===== config.mk =====
export PLATFORM = sky130hd
export DESIGN_NAME = imm_decode_stage
export DESIGN_NICKNAME = d
export VERILOG_FILES = /design/src/rtl/imm_pkg.sv /design/src/rtl/imm_format.sv /design/src/rtl/imm_decode_stage.sv
export SDC_FILE = /design/constraint.sdc
export NUM_CORES = 1
export LEC_CHECK = 0
export ABC_AREA = 1
export BUFFER_PORTS_ARGS = -buffer_cell sky130_fd_sc_hd__buf_4
export CORE_MARGIN = 8
export CORE_UTILIZATION = 49
export DETAILED_ROUTE_END_ITERATION = 6
export PLACE_DENSITY = 0.76
export SYNTH_ARGS = -nofsm -noshare
export SYNTH_HDL_FRONTEND = slang
export SYNTH_SLANG_ARGS = --single-unit

===== constraint.sdc =====
create_clock -name clk -period 1.4 [get_ports clk]
set_input_delay 0.28 -clock clk [delete_from_list [all_inputs] [get_ports clk]]
set_output_delay 0.28 -clock clk [all_outputs]
set_load 0.01 [all_outputs]

===== src/rtl/imm_pkg.sv =====
// imm_pkg: immediate format codes, skid-buffer occupancy encoding and XLEN legality check
package imm_pkg;
   localparam logic [2:0] IMM_I = 3'b000;
   localparam logic [2:0] IMM_S = 3'b001;
   localparam logic [2:0] IMM_B = 3'b010;
   localparam logic [2:0] IMM_J = 3'b011;
   localparam logic [2:0] IMM_U = 3'b100;
   localparam logic [2:0] IMM_Z = 3'b101;
   typedef enum logic [1:0] {EMPTY, ONE, TWO} occ_t;
   function automatic bit xlen_ok(int x);
      return x == 32 || x == 64;
   endfunction
endpackage


===== src/rtl/imm_format.sv =====
// imm_format: combinational RV32I/zimm immediate extractor, sign-extended to XLEN
module imm_format
   import imm_pkg::*;
#(
   parameter int XLEN = 32
) (
   input  logic [24:0]     instr,
   input  logic [2:0]      src,
   output logic [XLEN-1:0] ext,
   output logic            err
);
   if (!xlen_ok(XLEN)) begin : g_bad_xlen
      $error("imm_format: XLEN must be 32 or 64");
   end
   logic        s;
   logic [31:0] v;
   assign s = instr[24];
   // instr[k] is instruction bit k+7; build a 32-bit value then sign-extend it to XLEN
   always_comb begin
      v = src == IMM_I ? {{20{s}}, instr[24:13]} :
          src == IMM_S ? {{20{s}}, instr[24:18], instr[4:0]} :
          src == IMM_B ? {{19{s}}, instr[24], instr[0], instr[23:18], instr[4:1], 1'b0} :
          src == IMM_J ? {{11{s}}, instr[24], instr[12:5], instr[13], instr[23:14], 1'b0} :
          src == IMM_U ? {instr[24:5], 12'b0} :
          src == IMM_Z ? {27'b0, instr[12:8]} : '0;
      err = src[2] & src[1];
      ext = XLEN'(signed'(v));
   end
endmodule


===== src/rtl/imm_decode_stage.sv =====
// imm_decode_stage: registered immediate generation behind a 2-entry skid buffer
module imm_decode_stage
   import imm_pkg::*;
#(
   parameter int XLEN  = 32,
   parameter int TAG_W = 5
) (
   input  logic             clk,
   input  logic             reset,
   input  logic             flush,
   input  logic             in_valid,
   output logic             in_ready,
   input  logic [24:0]      Instr,
   input  logic [2:0]       ImmSrc,
   input  logic [TAG_W-1:0] in_tag,
   output logic             out_valid,
   input  logic             out_ready,
   output logic [XLEN-1:0]  ImmExt,
   output logic             ImmErr,
   output logic [TAG_W-1:0] out_tag
);
   localparam int EW = XLEN + 1 + TAG_W;
   if (TAG_W < 1) begin : g_bad_tag
      $error("imm_decode_stage: TAG_W must be at least 1");
   end
   occ_t            state, nxt;
   logic [EW-1:0]   head, skid, ent;
   logic [XLEN-1:0] ext;
   logic            err, acc, pop;
   imm_format #(.XLEN(XLEN)) u_fmt (
      .instr(Instr),
      .src  (ImmSrc),
      .ext  (ext),
      .err  (err)
   );
   assign ent = {ext, err, in_tag};
   assign acc = in_valid & in_ready;
   assign pop = out_valid & out_ready;
   assign {ImmExt, ImmErr, out_tag} = head;
   // occupancy next state; flush empties the buffer whatever else happens
   always_comb begin
      nxt = flush          ? EMPTY :
            state == EMPTY ? (acc ? ONE : EMPTY) :
            state == ONE   ? (acc && !pop ? TWO : pop && !acc ? EMPTY : ONE) :
                             (pop ? ONE : TWO);
   end
   // state and handshake flags, registered so in_ready never sees out_ready combinationally
   always_ff @(posedge clk) begin
      if (reset) begin
         state     <= EMPTY;
         in_ready  <= 1'b1;
         out_valid <= 1'b0;
      end else begin
         state     <= nxt;
         in_ready  <= nxt != TWO;
         out_valid <= nxt != EMPTY;
      end
   end
   // head loads a new entry when empty or replaced, else the skid entry on a pop from TWO
   always_ff @(posedge clk) begin
      if (reset) begin
         head <= '0;
         skid <= '0;
      end else if (!flush) begin
         if (acc && (state == EMPTY || pop)) head <= ent;
         else if (pop && state == TWO) head <= skid;
         if (acc && state == ONE && !pop) skid <= ent;
      end
   end
endmodule


# ---- Yosys cells after proc, flatten, opt, wreduce, memory -nomap -nowiden
# Index checks and enable logic that the tools add are counted.
dict set report totals {
  regBits 80
  elab_cells 47
  out_inout_bits 40
  inputBits 38
}
dict set report classes {
  n_eq_ne 8
  muxes 15
  n_bitwise 4
  reduce_logical 15
}
# cell count
set op_table {}
lappend op_table {{$mux W32} 5}
lappend op_table {{$mux W38} 2}
lappend op_table {{$mux W2} 5}
lappend op_table {{$eq A3 B2 Y1 const B} 2}
lappend op_table {{$eq A3 B3 Y1 const B} 2}
lappend op_table {{$logic_and A1 B1 Y1} 6}
lappend op_table {{$mux W5} 1}
lappend op_table {{$reduce_and A2 Y1} 2}
lappend op_table {{$reduce_bool A2 Y1} 2}
lappend op_table {{$and A1 B1 Y1} 3}
lappend op_table {{$eq A3 B1 Y1 const B} 1}
lappend op_table {{$logic_not A3 Y1} 1}
lappend op_table {{$eq A2 B1 Y1 const B} 1}
lappend op_table {{$eq A2 B2 Y1 const B} 1}
lappend op_table {{$logic_not A1 Y1} 2}
lappend op_table {{$logic_not A2 Y1} 1}
lappend op_table {{$mux W1} 2}
lappend op_table {{$ne A2 B2 Y1 const B} 1}
lappend op_table {{$logic_or A1 B1 Y1} 1}
lappend op_table {{$not A1 Y1} 1}

# ---- Longest topological paths before layout
dict set report depth {
  ltp_word 9
  ltp_mapped 9
  ltp_nobuf 8
}

# ---- Hierarchy
# A second synthesis with hierarchy kept.
dict set report hier_totals {
  hier_cells 694
  area_unflattened_um2 4149.0
}
# mod area_per_inst_um2 n_inst seq_area_each_um2 cells_each
set modules_own_cells {}
lappend modules_own_cells {imm_decode_stage 3684.8 1 1601.5 596}
lappend modules_own_cells {imm_format 464.2 1 0.0 98}

# ---- Least setup slack after synthesis
# OpenSTA, ideal clock, no wires.
dict set report synth_path {
  path_type {register to register}
  startpoint {register in_ready}
  endpoint {register out_valid}
  required_ps 1268
  t_arrival_ps 1501
  synth_period_minus_slack_ps 1634
  stages_incl_launch_ff 7
  n_path_buf 1
  setup_time_ps 132
  slack_ps -234
  cell_sequence {dfxtp_1 > nand2_1 > inv_1 > clkbuf_1 > ha_1 > o221ai_1 > a21oi_1}
}
dict set report synth_via {
  elab_chain_len 9
  word_cells_on_any_way 11
  classes_between {6 x mux; 1 x bitwise; 4 x reduce/logical}
}
# element line_no
set synth_rtl {}
lappend synth_rtl {{from (decl)} imm_decode_stage.sv:12} ;# output logic in_ready,
lappend synth_rtl {{from (signal assigned)} imm_decode_stage.sv:51} ;# in_ready <= 1'b1;
lappend synth_rtl {{from (signal assigned)} imm_decode_stage.sv:55} ;# in_ready <= nxt != TWO;
lappend synth_rtl {{$and A1 B1 Y1 *} imm_decode_stage.sv:37} ;# assign acc = in_valid & in_ready;
lappend synth_rtl {{$logic_not A1 Y1} imm_decode_stage.sv:44} ;# state == ONE ? (acc && !pop ? TWO : pop && !acc ? EMPTY : ONE) :
lappend synth_rtl {{$logic_and A1 B1 Y1} imm_decode_stage.sv:44}
lappend synth_rtl {{$mux W1} imm_decode_stage.sv:44}
lappend synth_rtl {{$mux W2 (2 in series)} imm_decode_stage.sv:44}
lappend synth_rtl {{$mux W2 *} imm_decode_stage.sv:43} ;# state == EMPTY ? (acc ? ONE : EMPTY) :
lappend synth_rtl {{$mux W2 *} imm_decode_stage.sv:42} ;# nxt = flush ? EMPTY :
lappend synth_rtl {{$reduce_bool A2 Y1 *} imm_decode_stage.sv:56} ;# out_valid <= nxt != EMPTY;
lappend synth_rtl {{to (signal assigned)} imm_decode_stage.sv:52} ;# out_valid <= 1'b0;
lappend synth_rtl {{to (signal assigned)} imm_decode_stage.sv:56}
lappend synth_rtl {{to (decl)} imm_decode_stage.sv:16} ;# output logic out_valid,
# Mark *: on every way between the ends. The rest lies on a longest branch, timed or not.
# A chain may end at the register's enable or synchronous reset.

# ---- Final worst setup path
dict set report layout_path {
  startpoint {register state[1]}
  endpoint {register skid[30]}
}
dict set report layout_via {
  elab_chain_len 4
}
# element line_no
set layout_rtl {}
lappend layout_rtl {{from (decl)} imm_decode_stage.sv:26} ;# occ_t state, nxt;
lappend layout_rtl {{from (signal assigned)} imm_decode_stage.sv:54} ;# state <= nxt;
lappend layout_rtl {{$eq A2 B1 Y1} imm_decode_stage.sv:67} ;# if (acc && state == ONE && !pop) skid <= ent;
lappend layout_rtl {{$logic_and A1 B1 Y1 (2 in series)} imm_decode_stage.sv:67}
lappend layout_rtl {{$reduce_and A2 Y1 (no line)} -}
lappend layout_rtl {{to (signal assigned)} imm_decode_stage.sv:67}
lappend layout_rtl {{to (decl)} imm_decode_stage.sv:27} ;# logic [EW-1:0] head, skid, ent;
# No other way between the ends.

==> run metrics <==
outcome=finished, final reports clean; syn nets=511; largest net degree at the start of global routing=67; Syn Inst Count=472; critical path launch point type=flip-flop; TritonCTS clock tree=done; total clock sinks=80; Die ar.=0.01028 mm²; sequential area share after synthesis=0.4480; hold_ws=214.4 ps; total of max-cap violations=0; layout cells sized above 1=0.2811; filler cell count=624; Synth Area in XOR/XNOR=0; Initial DRC Count=167; RD Place Congestion=0.8230; Final Setup Violations=0; Final Max Slew Viols=0; WL met1=4420 µm; Yosys reg bits=80; sequence of cells on the critical path=inv_2 > nand2_1 > nor2_2 > nand3_2 > inv_4 > buf_12 > o21ai_0 > a31oi_1; CP peak stage delay=330 ps; VDD IR max=0.6627 mV; Worst setup EP type=flip-flop; DR DRC count=0; Starting Density=0.4982; WS Path Type=flip-flop to flip-flop; HPWL Detailed=6847 µm; P&R area growth vs syn=30.45%; period utilization=0.9633; multi-input logic area=0.001672 mm²; first-pass GRT wire length=15790 µm; yosys warns=0; vias per inst=5.572; CORE AREA=0.007176 mm²; sequential cell area=0.001607 mm²; Die X=101.4 µm; Final nets=589; min-delay worst type=input port to flip-flop; DR WL met2=4974 µm; initial antenna violation count=0; DR top layer=met4; Pre-Repair DR Iteration Count=5; final hold vios=0; final std cells w/o fill=654; Req. time, crit path=1660 ps; number of antenna cells inserted=0; Synth Area in Adders=0.003500; Post-Syn Area=0.003575 mm²; average wire per standard cell=15.60 µm; Critical-path top delay cell=dfxtp_2; Root Driver=clkbuf_8; Clock Pin Slew Worst Setup and Hold Paths=80 ps; Pwr Total=5.283 mW; Unique masters post-synth=31; main combinational cell family by area after synthesis=compound AO/OA/AOI/OAI gates; Relative slew margins=0.7682; Simple-Gate Fraction of Synth Area=0.1859; clock skew=9.316 ps; CP Max Fanout=9; num rows=31; clk_lat worst skew=340 ps; clk buf depth=2; mux contribution to synthesized area=0; vias in the first global route=3385; WP data arrival=1610 ps; Remaining Overflow, GRT=0; Synth Area in Compound Gates=0.2709; Final min period=1349 ps; Avg Cell Area, Syn=7.573 µm²; Die Y=101.4 µm; vias post-DR=3644; Port Buf Inserts=77; Final ANT Viol Nets=0; hold buffers post-CTS=0; FMAX=741.5 MHz; Leakage=2.006 nW; Top Ports=78; Power per Cell Area=1133 mW/mm²; cell count after placement=633; Num CTS Buffers=9; Worst Tran Pin Value=347.6 ps; final WL=10200 µm; H-Tree Depth=3; gr usage total=0.1883; met3 routed WL=663 µm
[final timing paths]
check                               from  endpoint  slack (ps)  cells after the start
worst max-delay path            state[1]  skid[30]          50                      8
worst min-delay path               flush  state[0]         210                      4
worst max register to register  state[1]  skid[30]          50                      8
worst min register to register  skid[15]  skid[15]         460                      2
[Yosys cell counts]
| cell type | count | area (µm²) |
|---|---|---|
| a211oi_2 | 1 | 12.51 |
| a21oi_1 | 76 | 380.4 |
| a21oi_2 | 1 | 8.760 |
| a31oi_1 | 5 | 31.28 |
| buf_2 | 15 | 75.07 |
| buf_4 | 6 | 45.04 |
| buf_6 | 5 | 56.30 |
| clkbuf_1 | 11 | 41.29 |
| clkinv_1 | 1 | 3.750 |
| clkinv_2 | 1 | 5.000 |
| dfxtp_1 | 80 | 1602 |
| ha_1 | 1 | 12.51 |
| inv_1 | 25 | 93.84 |
| inv_2 | 2 | 7.510 |
| nand2_1 | 66 | 247.7 |
| nand2_2 | 3 | 18.77 |
| nand2_4 | 2 | 22.52 |
| nand3_1 | 23 | 115.1 |
| nand3_2 | 1 | 10.01 |
| nand3_4 | 1 | 17.52 |
| nand4_1 | 12 | 75.07 |
| nor2_1 | 19 | 71.32 |
| nor2_4 | 1 | 11.26 |
| o2111ai_1 | 1 | 8.760 |
| o211ai_1 | 2 | 15.01 |
| o21a_1 | 1 | 7.510 |
| o21ai_0 | 86 | 430.4 |
| o21ai_1 | 3 | 15.01 |
| o221ai_1 | 1 | 8.760 |
| o22ai_1 | 8 | 50.05 |
| or2_2 | 12 | 75.07 |
[layout by cell type (no fill, tap or decap), types with 2 or more instances in the layout]
cell and count:
a21oi_1 75, a21oi_2 2, a31oi_1 5, buf_12 7, buf_4 94, bufinv_16 2, clkbuf_1 2, clkbuf_16 3
clkbuf_8 10, clkinv_4 3, dfxtp_1 76, dfxtp_2 4, inv_1 23, inv_2 2, nand2_1 64, nand2_2 5
nand2_4 2, nand3_1 22, nand3_2 2, nand4_1 12, nor2_1 18, o211ai_1 2, o21ai_0 66, o21ai_1 22
o22ai_1 8, or2_2 12
[kinds of logic (layout without fill, tap and decap cells)]
| logic type | after synthesis | after routing |
|---|---|---|
| adders and majority gates | 1 | 1 |
| AOI/OAI and AO/OA | 185 | 185 |
| DFF | 80 | 80 |
| and+or+nand+nor | 140 | 140 |
| buffers and inverters | 66 | 149 |
[registers in the layout, indices dropped and copies added (netlist names)]
signal,flops
skid,38
out_valid,1
state,2
head,38
in_ready,1
[stage by stage]
step	setup TNS, ps	utilization	instance area [µm²]	setup WS (ps)
6_report	0	0.6499	4663	51.37
5_1_grt	-363.2	0.6499	4663	-93.60
4_1_cts	0	0.6331	4543	4.609
3_5_place_dp	0	0.6021	4320	34.35
3_3_place_gp	0	0.6021	4320	66.74
2_1_floorplan	0	-	3587	0.3422
[worst max-delay path, delay by kind of cell, from the launching register on]
kind / cells / cell delay [ps]
simple gates: 3 / 320
compound gates: 2 / 280
flops: 1 / 330
buf+inv: 3 / 340
[per-layer routing]
layer / vias up / GRT usage
li1: 1780 / -
met1: 1729 / 0.2296
met2: 121 / 0.3077
met3: 14 / 0.05361
met4: 0 / 0.06987
met5: - / 0
[power breakdown]
group / internal (mW) / leakage [nW] / total, mW / switching [mW]
clock network: 1.06 / 0.111 / 1.88 / 0.814
registers: 2.39 / 0.653 / 2.45 / 0.0583
logic: 0.435 / 1.24 / 0.957 / 0.521
[cell type report]
| cell class | count | share of cell area |
|---|---|---|
| Clock buffer | 12 | 0.03112 |
| Clock inverter | 4 | 0.01664 |
| Inverter | 29 | 0.02522 |
| Multi-Input combinational cell | 326 | 0.3585 |
| Sequential cell | 80 | 0.3445 |
| Tap cell | 99 | 0.02656 |
| Timing Repair Buffer | 104 | 0.1975 |
[what timing repair did]
action / CTS / global route
buffers inserted: 0 / 2
endpoints found under the setup margin: 0 / 58
gates resized for setup: 0 / 34
(Power assumes the default switching activity.)
